**config.mk**
```make
export PLATFORM = sky130hd
export DESIGN_NAME = scr1_accel_vmac
export DESIGN_NICKNAME = d
export VERILOG_FILES = /design/src/rtl/scr1_accel_vmac.sv
export SDC_FILE = /design/constraint.sdc
export NUM_CORES = 1
export LEC_CHECK = 0
export BUFFER_PORTS_ARGS = -buffer_cell sky130_fd_sc_hd__buf_2
export CAP_MARGIN = 30
export CORE_UTILIZATION = 25
export DETAILED_ROUTE_END_ITERATION = 16
export PLACE_DENSITY = 0.46
export SETUP_SLACK_MARGIN = 0.3
export SLEW_MARGIN = 20
export SYNTH_ARGS = -nofsm -noshare
export SYNTH_HDL_FRONTEND = slang
export SYNTH_SLANG_ARGS = --single-unit
```
**constraint.sdc**
```tcl
create_clock -name clk -period 17.9 [get_ports clk]
set_clock_uncertainty 0.05 [all_clocks]
set_input_delay 2.685 -clock clk [delete_from_list [all_inputs] [get_ports clk]]
set_output_delay 2.685 -clock clk [all_outputs]
set_load 0.02 [all_outputs]
```
**src/rtl/scr1_accel_vmac.sv**
```systemverilog
// Vector multiply / dot-product accelerator, a polled slave on the SCR1 dmem bus.
// One element pair of A and B is multiplied per cycle into packed products or a 32-bit accumulator.

`ifndef SCR1_DMEM_AWIDTH
`define SCR1_DMEM_AWIDTH 32
`endif
`ifndef SCR1_DMEM_DWIDTH
`define SCR1_DMEM_DWIDTH 32
`endif

package scr1_accel_vmac_pkg;
    typedef enum logic {
        SCR1_MEM_CMD_RD = 1'b0,
        SCR1_MEM_CMD_WR = 1'b1
    } type_scr1_mem_cmd_e;

    typedef enum logic [1:0] {
        SCR1_MEM_WIDTH_BYTE  = 2'b00,
        SCR1_MEM_WIDTH_HWORD = 2'b01,
        SCR1_MEM_WIDTH_WORD  = 2'b10
    } type_scr1_mem_width_e;

    typedef enum logic [1:0] {
        SCR1_MEM_RESP_NOTRDY = 2'b00,
        SCR1_MEM_RESP_RDY_OK = 2'b01,
        SCR1_MEM_RESP_RDY_ER = 2'b10
    } type_scr1_mem_resp_e;

    typedef struct packed {
        logic       rd;
        logic       wr;
        logic [2:0] idx;
        logic [1:0] sub;
        logic [3:0] be;
    } vmac_req_t;
endpackage

module scr1_accel_vmac
    import scr1_accel_vmac_pkg::*;
#(
    parameter int ELEM_W = 8
) (
    input  logic                          clk,
    input  logic                          rst_n,
    output logic                          dmem_req_ack,
    input  logic                          dmem_req,
    input  type_scr1_mem_cmd_e            dmem_cmd,
    input  type_scr1_mem_width_e          dmem_width,
    input  logic [`SCR1_DMEM_AWIDTH-1:0]  dmem_addr,
    input  logic [`SCR1_DMEM_DWIDTH-1:0]  dmem_wdata,
    output logic [`SCR1_DMEM_DWIDTH-1:0]  dmem_rdata,
    output type_scr1_mem_resp_e           dmem_resp
);

    localparam int N_ELEM = 32 / ELEM_W;
    localparam int PW     = 2 * ELEM_W;
    localparam int EL_W   = $clog2(N_ELEM);
    localparam logic [2:0] IDX_LAST = 3'(N_ELEM - 1);

    vmac_req_t req;
    logic      unused_addr;

    logic [31:0]  a_q, a_d, b_q, b_d, acc_q, acc_d;
    logic [63:0]  res_q, res_d;
    logic         busy_q, busy_d, done_q, done_d, err_q, err_d;
    logic         mode_q, mode_d, sgn_q, sgn_d, keep_q, keep_d;
    logic [2:0]   idx_q, idx_d;
    logic [15:0]  cnt_q, cnt_d;
    logic [31:0]  rdata_q, rdata_d;
    type_scr1_mem_resp_e resp_q, resp_d;

    logic [EL_W-1:0]   el;
    logic [ELEM_W-1:0] ea, eb;
    logic [PW-1:0]     opa, opb, prod;
    logic [31:0]       prod_ext;
    logic [31:0]       rsel;
    logic              err_set, ctrl_wr;

    assign dmem_req_ack = 1'b1;
    assign unused_addr  = ^dmem_addr[31:5];

    always_comb begin
        req.rd  = dmem_req & (dmem_cmd == SCR1_MEM_CMD_RD);
        req.wr  = dmem_req & (dmem_cmd == SCR1_MEM_CMD_WR);
        req.idx = dmem_addr[4:2];
        req.sub = dmem_addr[1:0];
        case (dmem_width)
            SCR1_MEM_WIDTH_BYTE:  req.be = 4'b0001 << dmem_addr[1:0];
            SCR1_MEM_WIDTH_HWORD: req.be = dmem_addr[1] ? 4'b1100 : 4'b0011;
            default:              req.be = 4'b1111;
        endcase
    end

    // Write data is lane-aligned: byte k of wdata lands in byte k of the register.
    function automatic logic [31:0] merge(input logic [31:0] old, input logic [31:0] wd,
                                          input logic [3:0] be);
        logic [31:0] r;
        r = old;
        for (int k = 0; k < 4; k++)
            if (be[k]) r[8*k +: 8] = wd[8*k +: 8];
        return r;
    endfunction

    // Sign-extending to PW bits makes the low PW bits of the product exact for both signednesses.
    assign el   = idx_q[EL_W-1:0];
    assign ea   = a_q[int'(el)*ELEM_W +: ELEM_W];
    assign eb   = b_q[int'(el)*ELEM_W +: ELEM_W];
    assign opa  = {{ELEM_W{sgn_q & ea[ELEM_W-1]}}, ea};
    assign opb  = {{ELEM_W{sgn_q & eb[ELEM_W-1]}}, eb};
    assign prod = opa * opb;

    generate
        if (PW < 32) begin : g_ext
            assign prod_ext = {{(32-PW){sgn_q & prod[PW-1]}}, prod};
        end else begin : g_noext
            assign prod_ext = prod;
        end
    endgenerate

    assign ctrl_wr = req.wr & (req.idx == 3'd0) & req.be[0];

    always_comb begin
        a_d = a_q;  b_d = b_q;  acc_d = acc_q;  res_d = res_q;
        busy_d = busy_q;  done_d = done_q;
        mode_d = mode_q;  sgn_d = sgn_q;  keep_d = keep_q;
        idx_d = idx_q;  cnt_d = cnt_q;
        err_set = 1'b0;

        if (busy_q) begin
            if (mode_q) acc_d = acc_q + prod_ext;
            else        res_d[int'(el)*PW +: PW] = prod;
            idx_d = idx_q + 3'd1;
            if (idx_q == IDX_LAST) begin
                busy_d = 1'b0;
                done_d = 1'b1;
                cnt_d  = cnt_q + 16'd1;
            end
        end

        if (req.wr) begin
            case (req.idx)
                3'd0: if (ctrl_wr && dmem_wdata[0]) begin
                    if (busy_q) err_set = 1'b1;
                    else begin
                        mode_d = dmem_wdata[1];
                        sgn_d  = dmem_wdata[2];
                        keep_d = dmem_wdata[3];
                        done_d = 1'b0;
                        busy_d = 1'b1;
                        idx_d  = 3'd0;
                        if (!dmem_wdata[1])     res_d = '0;
                        else if (!dmem_wdata[3]) acc_d = '0;
                    end
                end
                3'd2: if (busy_q) err_set = 1'b1; else a_d = merge(a_q, dmem_wdata, req.be);
                3'd3: if (busy_q) err_set = 1'b1; else b_d = merge(b_q, dmem_wdata, req.be);
                default: ;
            endcase
        end

        // A same-cycle violation outranks the clear.
        err_d = (err_q & ~(ctrl_wr & dmem_wdata[4])) | err_set;
    end

    always_comb begin
        case (req.idx)
            3'd0:    rsel = {done_q, err_q, 26'b0, keep_q, sgn_q, mode_q, busy_q};
            3'd1:    rsel = {cnt_q, 13'b0, idx_q};
            3'd2:    rsel = a_q;
            3'd3:    rsel = b_q;
            3'd4:    rsel = acc_q;
            3'd5:    rsel = res_q[31:0];
            3'd6:    rsel = res_q[63:32];
            default: rsel = '0;
        endcase
        rdata_d = req.rd ? (rsel >> {req.sub, 3'b000}) : '0;
        if (!dmem_req)           resp_d = SCR1_MEM_RESP_NOTRDY;
        else if (req.idx == 3'd7) resp_d = SCR1_MEM_RESP_RDY_ER;
        else                     resp_d = SCR1_MEM_RESP_RDY_OK;
    end

    always_ff @(posedge clk or negedge rst_n) begin
        if (!rst_n) begin
            a_q <= '0;  b_q <= '0;  acc_q <= '0;  res_q <= '0;
            busy_q <= 1'b0;  done_q <= 1'b0;  err_q <= 1'b0;
            mode_q <= 1'b0;  sgn_q <= 1'b0;  keep_q <= 1'b0;
            idx_q <= '0;  cnt_q <= '0;
            rdata_q <= '0;  resp_q <= SCR1_MEM_RESP_NOTRDY;
        end else begin
            a_q <= a_d;  b_q <= b_d;  acc_q <= acc_d;  res_q <= res_d;
            busy_q <= busy_d;  done_q <= done_d;  err_q <= err_d;
            mode_q <= mode_d;  sgn_q <= sgn_d;  keep_q <= keep_d;
            idx_q <= idx_d;  cnt_q <= cnt_d;
            rdata_q <= rdata_d;  resp_q <= resp_d;
        end
    end

    assign dmem_rdata = rdata_q;
    assign dmem_resp  = resp_q;

endmodule

```
Word-level counts from Yosys, hierarchy flattened --
Cells that the tools add are included.
Storage, ports and cells: flip-flop bits (word level) 219, latch bits 0, bits in writable memories 0, ROM bits 0, input bits 70, output and inout port bits 35, logic and storage cells 110, memories 0
Cells by class: add/sub/neg operators 4, multipliers 1, divide/modulo/power cells 0, order comparisons 0, equal/unequal tests 9, shifts and indexed selects 6, mux-type cells 43, bitwise operators 13, reductions and logical operators 14
Operators with widths (count):
- 2-to-1 mux 64 bit | 7
- 2-to-1 mux 32 bit | 9
- case mux 32 bit (7 select lines) | 1
- bitwise mux 64 bit | 1
- variable shift 16 x 33 -> 64 bit, first input constant | 1
- indexed part select 16 x 33 -> 64 bit | 1
- indexed part select 32 x 6 -> 8 bit | 2
- AND reduction 4 bit | 9
- negator 6 -> 33 bit | 1
- adder 32 bit | 1
- >> shifter 32 x 5 -> 32 bit | 1
- adder 16 x 1 -> 16 bit, second input constant | 1
- multiplier 9 x 9 -> 16 bit | 1
- 2-to-1 mux 1 bit | 15
- 2-to-1 mux 3 bit | 5
- == test 3 bit, second input constant | 4
- bitwise AND 1 bit | 9
- == test 3 x 2 -> 1 bit, second input constant | 3
- case mux 4 bit (2 select lines) | 1
- 2-to-1 mux 2 bit | 2
- 2-to-1 mux 4 bit | 1
- left shift 1 x 2 -> 4 bit, first input constant | 1
- adder 3 x 1 -> 3 bit, second input constant | 1
- == test 3 x 1 -> 1 bit, second input constant | 1
- other kinds (9) | 11

Longest topological paths before layout --
Gate-level depths: netlist (run 1).
depth after elaboration 13, mapped depth 33, gate-level depth less buffers 30

Worst setup path after synthesis (run 1) --
Ideal clock, no wire load.
path type register to register, start point register idx_q[0], end point register acc_q[22], data arrival time 8111 ps, required time 17718 ps, path slack 9607 ps, stages on the path, launching flop included 30, path buffers 2, period minus slack after synthesis 8293 ps, cells stage by stage dfrtp_1 -> buf_6 -> buf_1 -> mux4_2 -> and2_1 -> fa_1 -> inv_1 -> fa_1 -> inv_1 -> fa_1 -> fa_1 -> inv_1 -> fa_1 -> inv_1 -> ha_1 -> o2111ai_1 -> nand3_1 -> o21ai_0 -> nand2b_1 -> a21oi_1 -> xnor2_1 -> ha_1 -> a2111oi_0 -> or4b_1 -> o221a_2 -> a21oi_2 -> nand4_1 -> a21oi_1 -> xnor2_1 -> nor2_1
On the way: word-level cells in the longest chain between the ends 13
Ends and longest elaborated chain:
- start, declared | RTL line 67 | logic [2:0] idx_q, idx_d;
- start signal, assigned | RTL line 193 | idx_q <= idx_d; cnt_q <= cnt_d;
- indexed part select 32 x 6 -> 8 bit (on tied branches) | RTL line 106, 107
- bitwise AND 1 bit (on tied branches) | RTL line 108, 109
- multiplier 9 x 9 -> 16 bit (*) | RTL line 110 | assign prod = opa * opb;
- bitwise AND 1 bit | RTL line 114 | assign prod_ext = {{(32-PW){sgn_q & prod[PW-1]}}, prod};
- adder 32 bit (*) | RTL line 130 | if (mode_q) acc_d = acc_q + prod_ext;
- 2-to-1 mux 32 bit (*) | RTL line 130
- 2-to-1 mux 32 bit (*) | RTL line 129 | if (busy_q) begin
- 2-to-1 mux 32 bit | RTL line 152 | else if (!dmem_wdata[3]) acc_d = '0;
- 2-to-1 mux 32 bit | RTL line 151 | if (!dmem_wdata[1]) res_d = '0;
- 2-to-1 mux 32 bit | RTL line 143 | if (busy_q) err_set = 1'b1;
- 2-to-1 mux 32 bit | RTL line 142 | 3'd0: if (ctrl_wr && dmem_wdata[0]) begin
- 2-to-1 mux 32 bit | RTL line 141 | case (req.idx)
- 2-to-1 mux 32 bit (*) | RTL line 140 | if (req.wr) begin
- named net acc_d[22] | RTL line 63 | logic [31:0] a_q, a_d, b_q, b_d, acc_q, acc_d;
- end signal, assigned | RTL line 184 | a_q <= '0; b_q <= '0; acc_q <= '0; res_q <= '0;
- end signal, assigned | RTL line 190 | a_q <= a_d; b_q <= b_d; acc_q <= acc_d; res_q <= res_d;
- end, declared | RTL line 63
Mark *: on every way through the listed nets, which the timed path passes. The rest lies on a longest branch. A chain may end at the register's enable or synchronous reset.

Worst setup path after layout (run 1) --
Same ends and word-level chain as after synthesis.

==> results of run 1 <==
## cell type report
class | instances | area (um2)
fillers | 6081 | 40900
flip-flops and latches | 219 | 5480
inverters | 101 | 382
clock buffers | 35 | 746
clock inverters | 12 | 159
well taps | 765 | 957
multi-input cells | 1091 | 8530
repair buffers | 106 | 621
## worst max-delay path: cells and delay by family, from the launching register on
kind	cells	cell delay (ns)
xor+xnor	2	0.86
flops	1	0.32
fa+ha+maj	7	3.38
buf+inv	4	0.57
compound gates	7	1.81
mux	1	0.75
simple gates	7	1.53
## routing by layer
metal / up-vias / wire [um] / share of wire (%)
met4: 0 / 1720 / 3.5
met5: - / 0 / 0
met3: 82 / 3140 / 6.3
met1: 5983 / 22100 / 44
li1: 5353 / - / -
met2: 405 / 22900 / 46
## cell families after synthesis
logic type / Yosys count / synth area share, %
AO/OA/AOI/OAI: 305 / 14.1
XOR/XNOR: 52 / 3.34
adder cells (fa/ha/maj): 123 / 13.8
buffers and inverters: 172 / 4.63
flip-flops: 219 / 37.5
multiplexers: 140 / 12.0
other: 1 / 0.0256
AND/OR/NAND/NOR: 470 / 14.7
## flip-flops by register name, summed over array words and instances (netlist names)
register    cells
err_q           1
mode_q          1
b_q            32
idx_q           3
dmem_rdata     32
sgn_q           1
acc_q          32
keep_q          1
a_q            32
busy_q          1
res_q          64
done_q          1
dmem_resp       2
cnt_q          16
## power by group
part           switching, mW  leakage, nW  internal [mW]
registers              0.142         2.76          0.647
logic                   1.47         4.46          0.891
clock network          0.231        0.442          0.337
## final timing paths
path                                       start                     to  slack [ns]  cells after the start
max                           idx_q[0]$_DFF_PN0_    acc_q[22]$_DFF_PN0_        8.47                     28
min                        cnt_q[15]$_DFFE_PN0P_  cnt_q[15]$_DFFE_PN0P_        0.43                      1
max reg2reg                   idx_q[0]$_DFF_PN0_    acc_q[22]$_DFF_PN0_        8.47                     28
min reg2reg                cnt_q[15]$_DFFE_PN0P_  cnt_q[15]$_DFFE_PN0P_        0.43                      1
max in group asynchronous                  rst_n    acc_q[11]$_DFF_PN0_       14.34                      2
min in group asynchronous                  rst_n    b_q[21]$_DFFE_PN0P_        2.10                      1
## metrics by stage
stage	worst slack, ns	area (um2)	std cells	hold WS (ns)	total power, mW
5_1_grt	7.99	16900	2329	0.466	4.01
3_5_place_dp	8.57	16000	2282	0.419	3.14
6_report	8.47	16900	2329	0.429	3.72
3_3_place_gp	8.55	15900	2276	0.420	3.11
2_1_floorplan	9.61	14600	1482	0.395	2.33
4_1_cts	8.48	16900	2329	0.427	3.73
## synthesized netlist by cell type, types with 9 or more instances
cell type	instances
and2_1	40
dfrtp_1	219
xnor2_1	43
a32o_1	12
fa_1	64
nor3_1	24
o22ai_1	18
nand2_1	137
a221oi_1	12
ha_1	59
buf_1	10
nand4_1	13
and3_1	9
a22oi_1	52
nand3_1	27
a211oi_1	11
o21ai_0	50
mux2i_1	36
a221o_1	13
clkbuf_1	55
inv_1	99
mux4_2	18
mux2_2	85
nor2_1	169
a31oi_1	9
a21oi_1	78
==> impl_results.md, run 1 <==
* Ant diodes at 0
* Setup_tns at 0 ns
* Asr flop ratio synth at 100%
* Most common cell after layout, fill and taps aside: dfrtp_1
* Initial core utilization at 25.3%
* Routed WL at 49900 um
* Most used DFF post-synth: dfrtp_1
* Max-slew headroom at 32.0%
* Vias per cell at 5.08
* Worst-Margin Slew at 1.01 ns
* Post-DP HPWL at 37100 um
* 1st-iter DRT viols at 988
* Syn Std Cell Area at 0.0146 mm2
* Die area at 0.0595 mm2
* Global route overflow at 0
* Startpoint Class: register
* Post-DR wirelength/cell at 21.4 um
* DR DRC count at 0
* Post-route ant nets at 0
* Met1 GRT Util at 23.0%
* Ratio of final minimum period to clock period at 52.7%
* Top Usage Layer GRT: met2
* CTS root buf: clkbuf_16
* Pleak at 7.66 nW
* Num rows at 88
* NumNets Final at 1739
* Post-CTS resize count at 0
* Status: completed
* Fmax at 0.106 GHz
* Final hold vios at 0
* Die width at 244 um
* Crit-path max FO at 24
* Endpoints failing setup at 0
* First-pass GRT wire length at 75300 um
* Cell variety after synth at 72
* Die height at 244 um
* Final core occ at 29.2%
* Max Buffers Root-to-Sink at 3
* CP max stage delay at 0.75 ns
* Worst Path Arrival at 9.82 ns
* Clock-pin slew on the worst setup and hold paths at 0.06 ns
* Clk sinks at 219
* Mapped Nets at 1675
* Req. time, crit path at 18.28 ns
* Most frequent cells in the layout: 219 x dfrtp_1, 168 x nor2_1, 137 x nand2_1
* Worst-Skew Late Latency at 0.58 ns
* Cell repeated most along the worst path: fa_1
* RSZ-0062 raised after global routing: no
* WS Path Type: register to register
* Vias in the first global route at 11.8k
* Synth top area share at 37.5%
* Drt first pass iters at 7
* CTS tree: built
* RD Place Congestion at 0.860
* Worst Hold Class: register to register
* Synth Instances at 1482
* Total CTS buffers at 27
* H-tree Lvls at 1
* Core area at 0.0578 mm2
* Slowest cell on the critical path: mux4_2
* Setup bufs post-CTS at 0
* Top Ports at 105
* Synth Area per Inst at 9.87 um2
* Initial antenna violation count at 0
* Register area share after synthesis at 37.5%
* Worst IR Drop VDD at 0.000149 V
* Overall routing resource usage at 16.6%
* Hold_buf cts at 0
* Met3 usage at 2.30%
* Fin crit period at 9.43 ns
* EDFF count, synth at 0
* I/O Buffers at 76
* Largest net degree at the start of global routing at 112
* Register bit total from synthesis at 219
* Routed vias at 11.8k
* Slew Viols, Final at 0
* Max-Cap Viols at 0
* P per Cell Area at 220 mW/mm2
* Synth area leader: dfrtp_1
* CP Capture Type: register
* Fraction of layout cells with a size suffix above 1 at 17.9%
* Met2 Usage GRT at 26.5%
* Synthesis Warnings at 0
* Synthesis-to-finish area growth at 15.3%
* Synth area leaders: dfrtp_1 37%, fa_1 8.8%, mux2_2 6.5%
(Power assumes the default switching activity.)
==> run 2: changes to the inputs <==
--- a/config.mk
+++ b/config.mk
@@ -5,6 +5,7 @@
 export SDC_FILE = /design/constraint.sdc
 export NUM_CORES = 1
 export LEC_CHECK = 0
+export ABC_AREA = 1
 export BUFFER_PORTS_ARGS = -buffer_cell sky130_fd_sc_hd__buf_2
 export CAP_MARGIN = 30
 export CORE_UTILIZATION = 25
==> constraint.sdc (replaced) <==
create_clock -name clk -period 9.5 [get_ports clk]
set_clock_uncertainty 0.05 [all_clocks]
set_input_delay 1.425 -clock clk [delete_from_list [all_inputs] [get_ports clk]]
set_output_delay 1.425 -clock clk [all_outputs]
set_load 0.02 [all_outputs]
==> run 2 against run 1 <==
Flip-flop and latch count stayed put. Via count is 20% higher. Worst hold slack worse by 0.0019 ns. Area after synthesis is 5.6% higher. Register-to-register slack worse by 7.5 ns. Sequential share of layout area is 1.5 points lower. Critical path type unchanged.
==> impl_results.md, run 2 <==
* Initial core utilization at 25.5%
* Num rows at 90
* RSZ-0062 raised after global routing: no
* Vias per cell at 4.95
* Synth Instances at 2010
* First-pass GRT wire length at 87900 um
* Post-DR wirelength/cell at 20.4 um
* Slew Viols, Final at 0
* Worst-Skew Late Latency at 0.56 ns
* Top Ports at 105
* Setup_tns at 0 ns
* Die width at 251 um
* Max Buffers Root-to-Sink at 3
* Top cells by count, synth: 439 x nand2_1, 334 x inv_1, 219 x dfrtp_1
* Worst Hold Class: register to register
* I/O Buffers at 76
* CP Capture Type: register
* WS Path Type: register to register
* Worst Path Arrival at 8.94 ns
* Startpoint Class: register
* RD Place Congestion at 0.903
* Worst-Margin Slew at 1.00 ns
* Most frequent cells in the layout: 439 x nand2_1, 333 x inv_1, 218 x dfrtp_1
* Post-DP HPWL at 45200 um
* Synth top area share at 35.5%
* Synth Area per Inst at 7.69 um2
* Crit-path max FO at 12
* Mapped Nets at 2203
* Die area at 0.0628 mm2
* Synth area leaders: dfrtp_1 35%, nand2_1 11%, fa_1 8.3%
* Global route overflow at 0
* CP max stage delay at 0.56 ns
* Cell variety after synth at 59
* Most common cell after layout, fill and taps aside: nand2_1
* NumNets Final at 2266
* Max FFs per register at 64
* 1st-iter DRT viols at 1472
* Fin crit period at 8.54 ns
* Register bit total from synthesis at 219
* Top reg by flops: res_q
* Largest net degree at the start of global routing at 96
* Fraction of layout cells with a size suffix above 1 at 10.9%
* Initial antenna violation count at 3
* Drt first pass iters at 6
* Req. time, crit path at 9.90 ns
* Synthesis Warnings at 0
* Clk sinks at 219
* Register area share after synthesis at 35.5%
* H-tree Lvls at 1
* Core area at 0.0607 mm2
* Slowest cell on the critical path: dfrtp_1
* DR DRC count at 0
* Synthesis-to-finish area growth at 14.6%
* Asr flop ratio synth at 100%
* Total CTS buffers at 25
* Routed WL at 58600 um
* Synth area leader: dfrtp_1
* Ratio of final minimum period to clock period at 89.9%
* Max-Cap Viols at 0
* Fmax at 0.117 GHz
* Endpoints failing setup at 0
* CTS tree: built
* CTS root buf: clkbuf_16
* Clock-pin slew on the worst setup and hold paths at 0.07 ns
* EDFF count, synth at 0
* Cell repeated most along the worst path: nand2_1
* Most used DFF post-synth: dfrtp_1
* Ant diodes at 0
* Routed vias at 14.2k
* Vias in the first global route at 13.9k
* Count leader, synth: nand2_1
* Overall routing resource usage at 18.5%
* Status: completed
* Die height at 251 um
* Max-slew headroom at 32.9%
* Post-route ant nets at 0
* Syn Std Cell Area at 0.0155 mm2
* Final hold vios at 0
[run 2: cell count changes after synthesis, moves of 20 or more]
| cell | before | now |
|---|---|---|
| nand2_2 | 0 | 20 |
| inv_1 | 99 | 334 |
| nand2_1 | 137 | 439 |
| o21ai_0 | 50 | 142 |
| mux2_2 | 85 | 0 |
| a22oi_1 | 52 | 27 |
| mux2i_1 | 36 | 0 |
| xnor2_1 | 43 | 12 |
| a21oi_1 | 78 | 102 |
| and2_1 | 40 | 1 |
| nand3_1 | 27 | 78 |
| xor2_1 | 7 | 27 |
[run 2: worst paths after layout]
path	startpoint	endpoint	slack, ns	cells past startpoint
max in group asynchronous	rst_n	acc_q[11]$_DFF_PN0_	6.68	4
worst min register to register	cnt_q[15]$_DFFE_PN0P_	cnt_q[15]$_DFFE_PN0P_	0.43	1
worst max register to register	idx_q[1]$_DFF_PN0_	acc_q[26]$_DFF_PN0_	0.96	41
worst max-delay path	idx_q[1]$_DFF_PN0_	acc_q[26]$_DFF_PN0_	0.96	41
min in group asynchronous	rst_n	b_q[30]$_DFFE_PN0P_	0.85	1
worst min-delay path	cnt_q[15]$_DFFE_PN0P_	cnt_q[15]$_DFFE_PN0P_	0.43	1
[run 2: cell type report]
class,instances,area (um2)
clock buffers,26,639
clock inverters,20,267
fillers,6537,43000
inverters,344,1290
multi-input cells,1370,8380
flip-flops and latches,219,5480
well taps,782,978
repair buffers,113,678
[run 2: worst max-delay path, delay by kind of cell (launching register included)]
family / cells / cell delay [ns]
AO/OA/AOI/OAI: 7 / 1.66
XOR/XNOR: 1 / 0.19
adder cells (fa/ha/maj): 7 / 3.03
buffers and inverters: 10 / 1.30
flip-flops: 1 / 0.56
AND/OR/NAND/NOR: 16 / 1.63
[run 2: logic make-up after synthesis]
group	Yosys count	synth area share [%]
and+or+nand+nor	781	21.5
AOI/OAI and AO/OA	425	17.1
buffers and inverters	421	10.6
DFF	219	35.5
adders and majority gates	123	13.1
xor gates and xnor gates	40	2.31
other	1	0.0243
[run 2: stage by stage]
| stage | setup WS [ns] | std cells | hold WS [ns] | area, um2 | utilization [%] |
|---|---|---|---|---|---|
| 2_1_floorplan | 1.76 | 2010 | 0.392 | 15500 | - |
| 3_3_place_gp | 0.879 | 2823 | 0.414 | 16800 | 27.6 |
| 3_5_place_dp | 0.909 | 2827 | 0.415 | 16800 | 27.6 |
| 4_1_cts | 0.869 | 2873 | 0.428 | 17700 | 29.1 |
| 5_1_grt | 0.303 | 2874 | 0.448 | 17700 | 29.2 |
| 6_report | 0.958 | 2874 | 0.427 | 17700 | 29.2 |
[run 2: timing repair]
| item | 4_1_cts | 5_1_grt |
|---|---|---|
| setup buffers | 0 | 0 |
| endpoints found under the setup margin | 0 | 6 |
| hold buffers | 0 | 0 |
| gates resized for setup | 0 | 3 |
[run 2: routing by layer]
| layer | GRT usage, % | vias to the layer above | share of wire (%) |
|---|---|---|---|
| met5 | 0 | - | 0.022 |
| met4 | 4.79 | 2 | 2.7 |
| met3 | 4.72 | 76 | 8.0 |
| met2 | 28.0 | 460 | 43 |
| met1 | 26.2 | 7003 | 46 |
| li1 | - | 6692 | - |
Power of run 2 is not shown: default switching activity piles up to over one toggle a cycle in this logic, so the estimate is an artifact.
